`config.mk`:
```
export PLATFORM = sky130hd
export DESIGN_NAME = alarm_bank
export DESIGN_NICKNAME = d
export VERILOG_FILES = /design/src/rtl/alarm_bank.sv
export SDC_FILE = /design/constraint.sdc
export NUM_CORES = 1
export LEC_CHECK = 0
export CAP_MARGIN = 10
export CORE_MARGIN = 3
export CORE_UTILIZATION = 40
export DETAILED_ROUTE_END_ITERATION = 12
export PLACE_DENSITY = 0.58
export SLEW_MARGIN = 20
export SYNTH_ARGS = -nofsm -noshare
export SYNTH_HDL_FRONTEND = slang
export SYNTH_SLANG_ARGS = --single-unit
```
`constraint.sdc`:
```
create_clock -name clock -period 6.85 [get_ports clock]
set_input_delay 1.0275 -clock clock [delete_from_list [all_inputs] [get_ports clock]]
set_output_delay 1.0275 -clock clock [all_outputs]
set_load 0.005 [all_outputs]
```
`src/rtl/alarm_bank.sv`:
```
// alarm_bank: multi-slot BCD alarm register with button auto-repeat and ring control
module alarm_bank #(
  parameter int num_alarm     = 4,
  parameter int sel_width     = 2,
  parameter int hold_delay    = 500,
  parameter int repeat_period = 100,
  parameter int ring_timeout  = 60
) (
  input  logic                 clock,
  input  logic                 reset,
  input  logic [sel_width-1:0] sel,
  input  logic                 minute_set,
  input  logic                 hour_set,
  input  logic                 enable_toggle,
  input  logic                 stop,
  input  logic                 second_tick,
  input  logic [7:0]           time_hour,
  input  logic [7:0]           time_minute,
  input  logic [7:0]           time_second,
  output logic [7:0]           hour_data,
  output logic [7:0]           minute_data,
  output logic [7:0]           second_data,
  output logic                 enabled,
  output logic [num_alarm-1:0] enable_mask,
  output logic                 ringing,
  output logic [sel_width-1:0] ring_id
);
  localparam int HMAX = hold_delay > repeat_period ? hold_delay : repeat_period;
  localparam int HW = $clog2(HMAX + 1);
  localparam int CW = $clog2(ring_timeout + 1);
  localparam logic [0:0] IDLE = 1'b0, RING = 1'b1;
  logic [7:0] r_hr [num_alarm];
  logic [7:0] r_min [num_alarm];
  logic [num_alarm-1:0] r_en, w_hit;
  logic [1:0] w_btn, w_inc;
  logic [0:0] r_state;
  logic [CW-1:0] r_tcnt;
  logic [sel_width-1:0] r_id, w_mid;
  logic w_match, w_stop_ring;
  function automatic logic [7:0] inc_min(input logic [7:0] v);
    return v[3:0] != 4'd9 ? v + 8'd1 : v[7:4] == 4'd5 ? 8'h00 : {v[7:4] + 4'd1, 4'd0};
  endfunction
  function automatic logic [7:0] inc_hr(input logic [7:0] v);
    return v == 8'h23 ? 8'h00 : v[3:0] != 4'd9 ? v + 8'd1 : {v[7:4] + 4'd1, 4'd0};
  endfunction
  assign w_btn = {hour_set, minute_set};
  // r_lock keeps a button held through reset from counting as a fresh press
  for (genvar b = 0; b < 2; b++) begin : g_btn
    logic r_prev, r_lock;
    logic [HW-1:0] r_hcnt;
    assign w_inc[b] = w_btn[b] & ~r_lock & (~r_prev | r_hcnt == HW'(1));
    always_ff @(posedge clock)
      if (reset) begin
        r_prev <= 1'b0;
        r_lock <= 1'b1;
        r_hcnt <= '0;
      end else begin
        r_prev <= w_btn[b];
        r_lock <= r_lock & w_btn[b];
        r_hcnt <= !w_btn[b] || r_lock ? '0 : !r_prev ? HW'(hold_delay) :
                  r_hcnt == HW'(1) ? HW'(repeat_period) : r_hcnt - 1'b1;
      end
  end
  always_ff @(posedge clock)
    for (int i = 0; i < num_alarm; i++)
      if (reset) begin
        r_hr[i]  <= 8'h00;
        r_min[i] <= 8'h00;
        r_en[i]  <= 1'b0;
      end else if (w_hit[i]) begin
        if (w_inc[0]) r_min[i] <= inc_min(r_min[i]);
        if (w_inc[1]) r_hr[i] <= inc_hr(r_hr[i]);
        if (enable_toggle) r_en[i] <= ~r_en[i];
      end
  // descending scan so the lowest matching slot wins
  always_comb begin
    w_hit = '0;
    w_match = 1'b0;
    w_mid = '0;
    hour_data = 8'h00;
    minute_data = 8'h00;
    enabled = 1'b0;
    for (int i = num_alarm - 1; i >= 0; i--) begin
      w_hit[i] = sel == sel_width'(i);
      if (r_en[i] && r_hr[i] == time_hour && r_min[i] == time_minute) begin
        w_match = 1'b1;
        w_mid = sel_width'(i);
      end
      if (w_hit[i]) begin
        hour_data = r_hr[i];
        minute_data = r_min[i];
        enabled = r_en[i];
      end
    end
  end
  assign second_data = 8'h00;
  assign enable_mask = r_en;
  assign ringing = r_state == RING;
  assign ring_id = r_id;
  assign w_stop_ring = stop | (enable_toggle & sel == r_id & r_en[r_id]);
  always_ff @(posedge clock)
    if (reset) begin
      r_state <= IDLE;
      r_id <= '0;
      r_tcnt <= '0;
    end else if (r_state == IDLE) begin
      if (second_tick && time_second == 8'h00 && w_match) begin
        r_state <= RING;
        r_id <= w_mid;
        r_tcnt <= '0;
      end
    end else if (w_stop_ring || (second_tick && r_tcnt == CW'(ring_timeout - 1)))
      r_state <= IDLE;
    else if (second_tick)
      r_tcnt <= r_tcnt + 1'b1;
endmodule

```
==> impl_table.tex <==
\begin{tabular}{lr}
\hline
Metric & Value \\
\hline
\multicolumn{2}{l}{\textbf{Yosys}} \\
\quad Top cells by area, synth & edfxtp\_1 (29\%), dfxtp\_1 (10\%), xnor2\_1 (9.4\%) \\
\quad Post-Synth Adder-Cell Area & under 10\% \\
\quad Mux share of post-synthesis cell area & 6.022\% \\
\quad Top-area cell type share of the netlist area & between 20\% and 30\% \\
\quad Main combinational cell family by area after synthesis & simple AND/OR/NAND/NOR gates \\
\quad Warning count from the yosys run & 0 \\
\quad Total standard cell area after synthesis & 6690 um\^{}2 \\
\quad Post-synth cell types & 54 \\
\quad Largest area contributor in the synthesized netlist & edfxtp\_1 \\
\quad Post-synthesis area per instance & 9.752 um\^{}2 \\
\quad Number of flops mapped to enable cells by yosys & 64 \\
\quad Part of the Yosys area used for sequential elements & 39.20\% \\
\quad Primary flip-flop cell chosen by synthesis mapping & edfxtp\_1 \\
\quad Flops \& latches, synth & 99 \\
\quad Area share of xor/xnor cells in the synthesized design & about 15\% \\
\quad Synthesized-area fraction occupied by ao, oa, aoi and oai cells & 8.640\% \\
\quad Fraction of synthesis flops using an asynchronous set or reset pin & 0\% \\
\quad Basic-gate share of the synthesized area counting and, or, nand and nor cells & approximately a fifth \\
\quad Cell count after synthesis & between 600 and 700 \\
\multicolumn{2}{l}{\textbf{Route}} \\
\quad Detailed Route Iter0 Violations & 499 \\
\quad DRC violation count after routing & 0 \\
\quad Detailed-route wire length & 16.54 mm \\
\quad Final antenna-violating net count & 0 \\
\quad Number of detailed-routing iterations run before antenna repair & 7 \\
\quad Routed via count divided by cell count & 5.512 \\
\quad Vias & 5192 \\
\quad Post-DR wirelength/cell & 17.56 um \\
\multicolumn{2}{l}{\textbf{Cells and area}} \\
\quad Fraction of layout instances using a drive strength above 1 & 7.851\% \\
\quad Synth-to-layout area growth & 14.23\% \\
\quad Final standard cell area without fillers & 7642 um\^{}2 \\
\quad FF+latch area & about 2600 um\^{}2 \\
\quad Final Core Density & 47.42\% \\
\quad Multi-input logic area & 3777 um\^{}2 \\
\quad Fill cell total of the finished layout & 1512 \\
\quad Total Nets Final & 783 \\
\quad Antenna cells & 0 \\
\multicolumn{2}{l}{\textbf{CTS}} \\
\quad Clock tree root buffer cell & clkbuf\_16 \\
\quad Number of CTS-inserted buffers & 9 \\
\quad TritonCTS Sinks & 99 \\
\quad Worst-path clk slew & 70 ps \\
\quad Total of hold buffers inserted after clock tree synthesis & 0 \\
\quad Source-to-sink clock delay at the later pin of the worst-skew pair & 350 ps \\
\quad Setup fix buffers added after clock tree synthesis & 0 \\
\quad Deepest level of the CTS H-tree & 3 \\
\quad TritonCTS clock tree & built \\
\quad Worst-case clock buffer depth & 2 \\
\quad \# resized after CTS & 0 \\
\multicolumn{2}{l}{\textbf{Global routing}} \\
\quad Wire length of the first global-routing pass & roughly 27 mm \\
\quad Overall Global Routing Usage & 18.52\% \\
\quad Total overflow reported by the global router & 0 \\
\quad Pin count of the biggest net entering global routing & 32 \\
\quad Number of global-route vias before repair & 5077 \\
\quad Antenna violations before repair & 0 \\
\multicolumn{2}{l}{\textbf{Power}} \\
\quad VDD IR max & roughly 130 uV \\
\quad P\_sw & 0.3697 mW \\
\quad Relative contribution of the clock network to total power & a little over a third \\
\quad Combinational share of power & 14.1\% \\
\quad Share of total power in sequential cells & 49.8\% \\
\quad Cell-internal power & 1.043 mW \\
\quad Power Dens Cells & 184.8 nW/um\^{}2 \\
\quad Switch share & 26.17\% \\
\quad Static power due to leakage & 2.712 nW \\
\multicolumn{2}{l}{\textbf{Critical path}} \\
\quad Cell count of the worst reg-to-reg path & 6 \\
\quad Worst R2R Setup Slack & 4140 ps \\
\quad Capturing point of the worst reg2reg path & r\_min[0][5] \\
\quad Biggest fanout along the worst timing path & 31 \\
\quad Crit. End Element & output port \\
\quad Kind of start point of the critical path & input port \\
\quad Type of the worst setup path & input port to output port \\
\quad Critical path arrival & 2990 ps \\
\quad Startpoint of the lowest-slack register-to-register path & g\_btn[0].r\_hcnt[5] \\
\quad Data required time at the worst endpoint & 5820 ps \\
\multicolumn{2}{l}{\textbf{Place}} \\
\quad DPL Wire Length & around 12 mm \\
\quad Count of buffers from port buffering & 56 \\
\quad Gp weighted congestion & 0.8591 \\
\quad Post-DP Area & 7343 um\^{}2 \\
\multicolumn{2}{l}{\textbf{Floorplan}} \\
\quad Initial Utilization & about two fifths \\
\quad Chip height & 135.3 um \\
\quad Die area & 18310 um\^{}2 \\
\quad Number of cell rows & 46 \\
\quad I/O pin total & 65 \\
\quad Width of the die & 135.3 um \\
\quad Core area & 16120 um\^{}2 \\
\multicolumn{2}{l}{\textbf{STA}} \\
\quad Final hold violations & 0 \\
\quad Setup-failing EPs final & 0 \\
\quad Worst setup skew after layout & 9.901 ps \\
\quad Max-slew violation count & 0 \\
\quad Worst slew pin tran & around 810 ps \\
\quad Unrepaired setup endpoints after global routing & false \\
\quad Final worst-path cycle share & roughly three fifths \\
\quad Hold Worst Slack & 454.5 ps \\
\quad Worst rel slew slack & 45.85\% \\
\quad Summed negative setup slack over all endpoints & 0 ps \\
\quad Fin crit period & 4013 ps \\
\quad Maximum clock frequency & around 0.25 GHz \\
\multicolumn{2}{l}{\textbf{Run status}} \\
\quad Run status & finished, final reports clean \\
\multicolumn{2}{l}{\textbf{Min path}} \\
\quad WHS Path Cells & 2 \\
\quad Worst min-delay path startpoint & g\_btn[0].r\_lock \\
\quad Type of the most critical hold path & flop to flop \\
\quad Terminating pin of the worst hold path & g\_btn[0].r\_lock \\
\multicolumn{2}{l}{\textbf{Run}} \\
\quad MaxCap Viol Count & 0 \\
\hline
\end{tabular}
[layout make-up]
cell class                      count  area share [%]
Sequential cell                    99           34.32
Clock inverter                      4          0.4093
Tap cell                          216           3.536
Timing Repair Buffer               60           7.728
Multi-Input combinational cell    529           49.43
Inverter                           22           1.081
Clock buffer                       12           3.504
[per-layer routing]
metal / GRT usage, % / wire length [um] / part of all wire (%) / vias up
met1: 25.63 / 7555 / 46 / 2505
met4: 6.719 / 341 / 2.1 / 0
met2: 29.40 / 7530 / 46 / 183
li1: - / - / - / 2481
met5: 0 / 0 / 0 / -
met3: 3.046 / 1115 / 6.7 / 23
[sequential cells by signal, summed over array words and instances, names as in the netlist]
name,count
g_btn.r_hcnt,18
r_tcnt,6
r_hr,32
enable_mask,4
ring_id,2
r_min,32
g_btn.r_lock,2
g_btn.r_prev,2
ringing,1
[placed cells by master, fill, tap and decap left out, types with 4 or more instances in the layout]
master,synthesis,routed
nor2_1,84,84
xnor2_1,72,72
edfxtp_1,64,64
clkdlybuf4s50_1,0,56
nand2_1,53,53
xor2_1,44,44
a21oi_1,35,35
dfxtp_1,35,35
ha_1,29,29
nand3_1,27,27
inv_1,22,22
nand4_1,21,21
mux4_2,17,17
nor2b_1,17,17
nor3_1,14,14
nor4_1,10,10
clkbuf_16,0,10
nand2b_1,9,9
o21ai_0,13,8
conb_1,1,8
a21o_1,6,6
nor2_2,5,5
o21ai_1,0,5
a31oi_1,5,5
o2111ai_1,5,5
o31ai_1,5,4
nand3b_1,4,4
a211oi_1,4,4
a211o_1,4,4
buf_4,11,4
[critical path: stages]
cell and delay (ps):
clkdlybuf4s50_1 460, buf_4 400, mux4_2 600, clkdlybuf4s50_1 480
[stage by stage]
stage	cells	worst slack [ps]	power, mW
3_3_place_gp	926	2833	0.9092
4_1_cts	942	2823	1.425
2_1_floorplan	693	3615	0.8327
6_report	942	2837	1.412
5_1_grt	942	2763	1.469
3_5_place_dp	926	2830	0.9131
[synthesized netlist by cell type, types with 14 or more instances]
cell type	n
xnor2_1	72
a21oi_1	35
nand3_1	27
inv_1	22
nand4_1	21
nor3_1	14
nor2_1	84
xor2_1	44
edfxtp_1	64
buf_2	16
mux4_2	17
nand2_1	53
dfxtp_1	35
nor2b_1	17
ha_1	29
[logic make-up after synthesis]
logic type,count (synthesis)
multiplexers,19
flip-flops,99
adder cells (fa/ha/maj),29
other,1
AND/OR/NAND/NOR,267
AO/OA/AOI/OAI,90
XOR/XNOR,116
buffers and inverters,65
[power groups by stage]
| stage | Combinational (mW) | Sequential, mW | Clock, mW |
|---|---|---|---|
| 5_1_grt | 0.218 | 0.706 | 0.544 |
| 6_report | 0.199 | 0.703 | 0.511 |
| 3_5_place_dp | 0.198 | 0.715 | 0 |
| 2_1_floorplan | 0.141 | 0.692 | 0 |
| 3_3_place_gp | 0.194 | 0.715 | 0 |
| 4_1_cts | 0.200 | 0.702 | 0.523 |
[worst max-delay path by stage]
stage / from / end / slack (ps)
2_1_floorplan: sel[1] / enabled / 3610
3_3_place_gp: sel[1] / minute_data[6] / 2830
3_5_place_dp: sel[1] / minute_data[6] / 2830
4_1_cts: sel[1] / minute_data[6] / 2820
5_1_grt: sel[1] / minute_data[6] / 2760
6_report: sel[1] / minute_data[6] / 2840
Note: power is estimated with default switching activity, not from simulation.
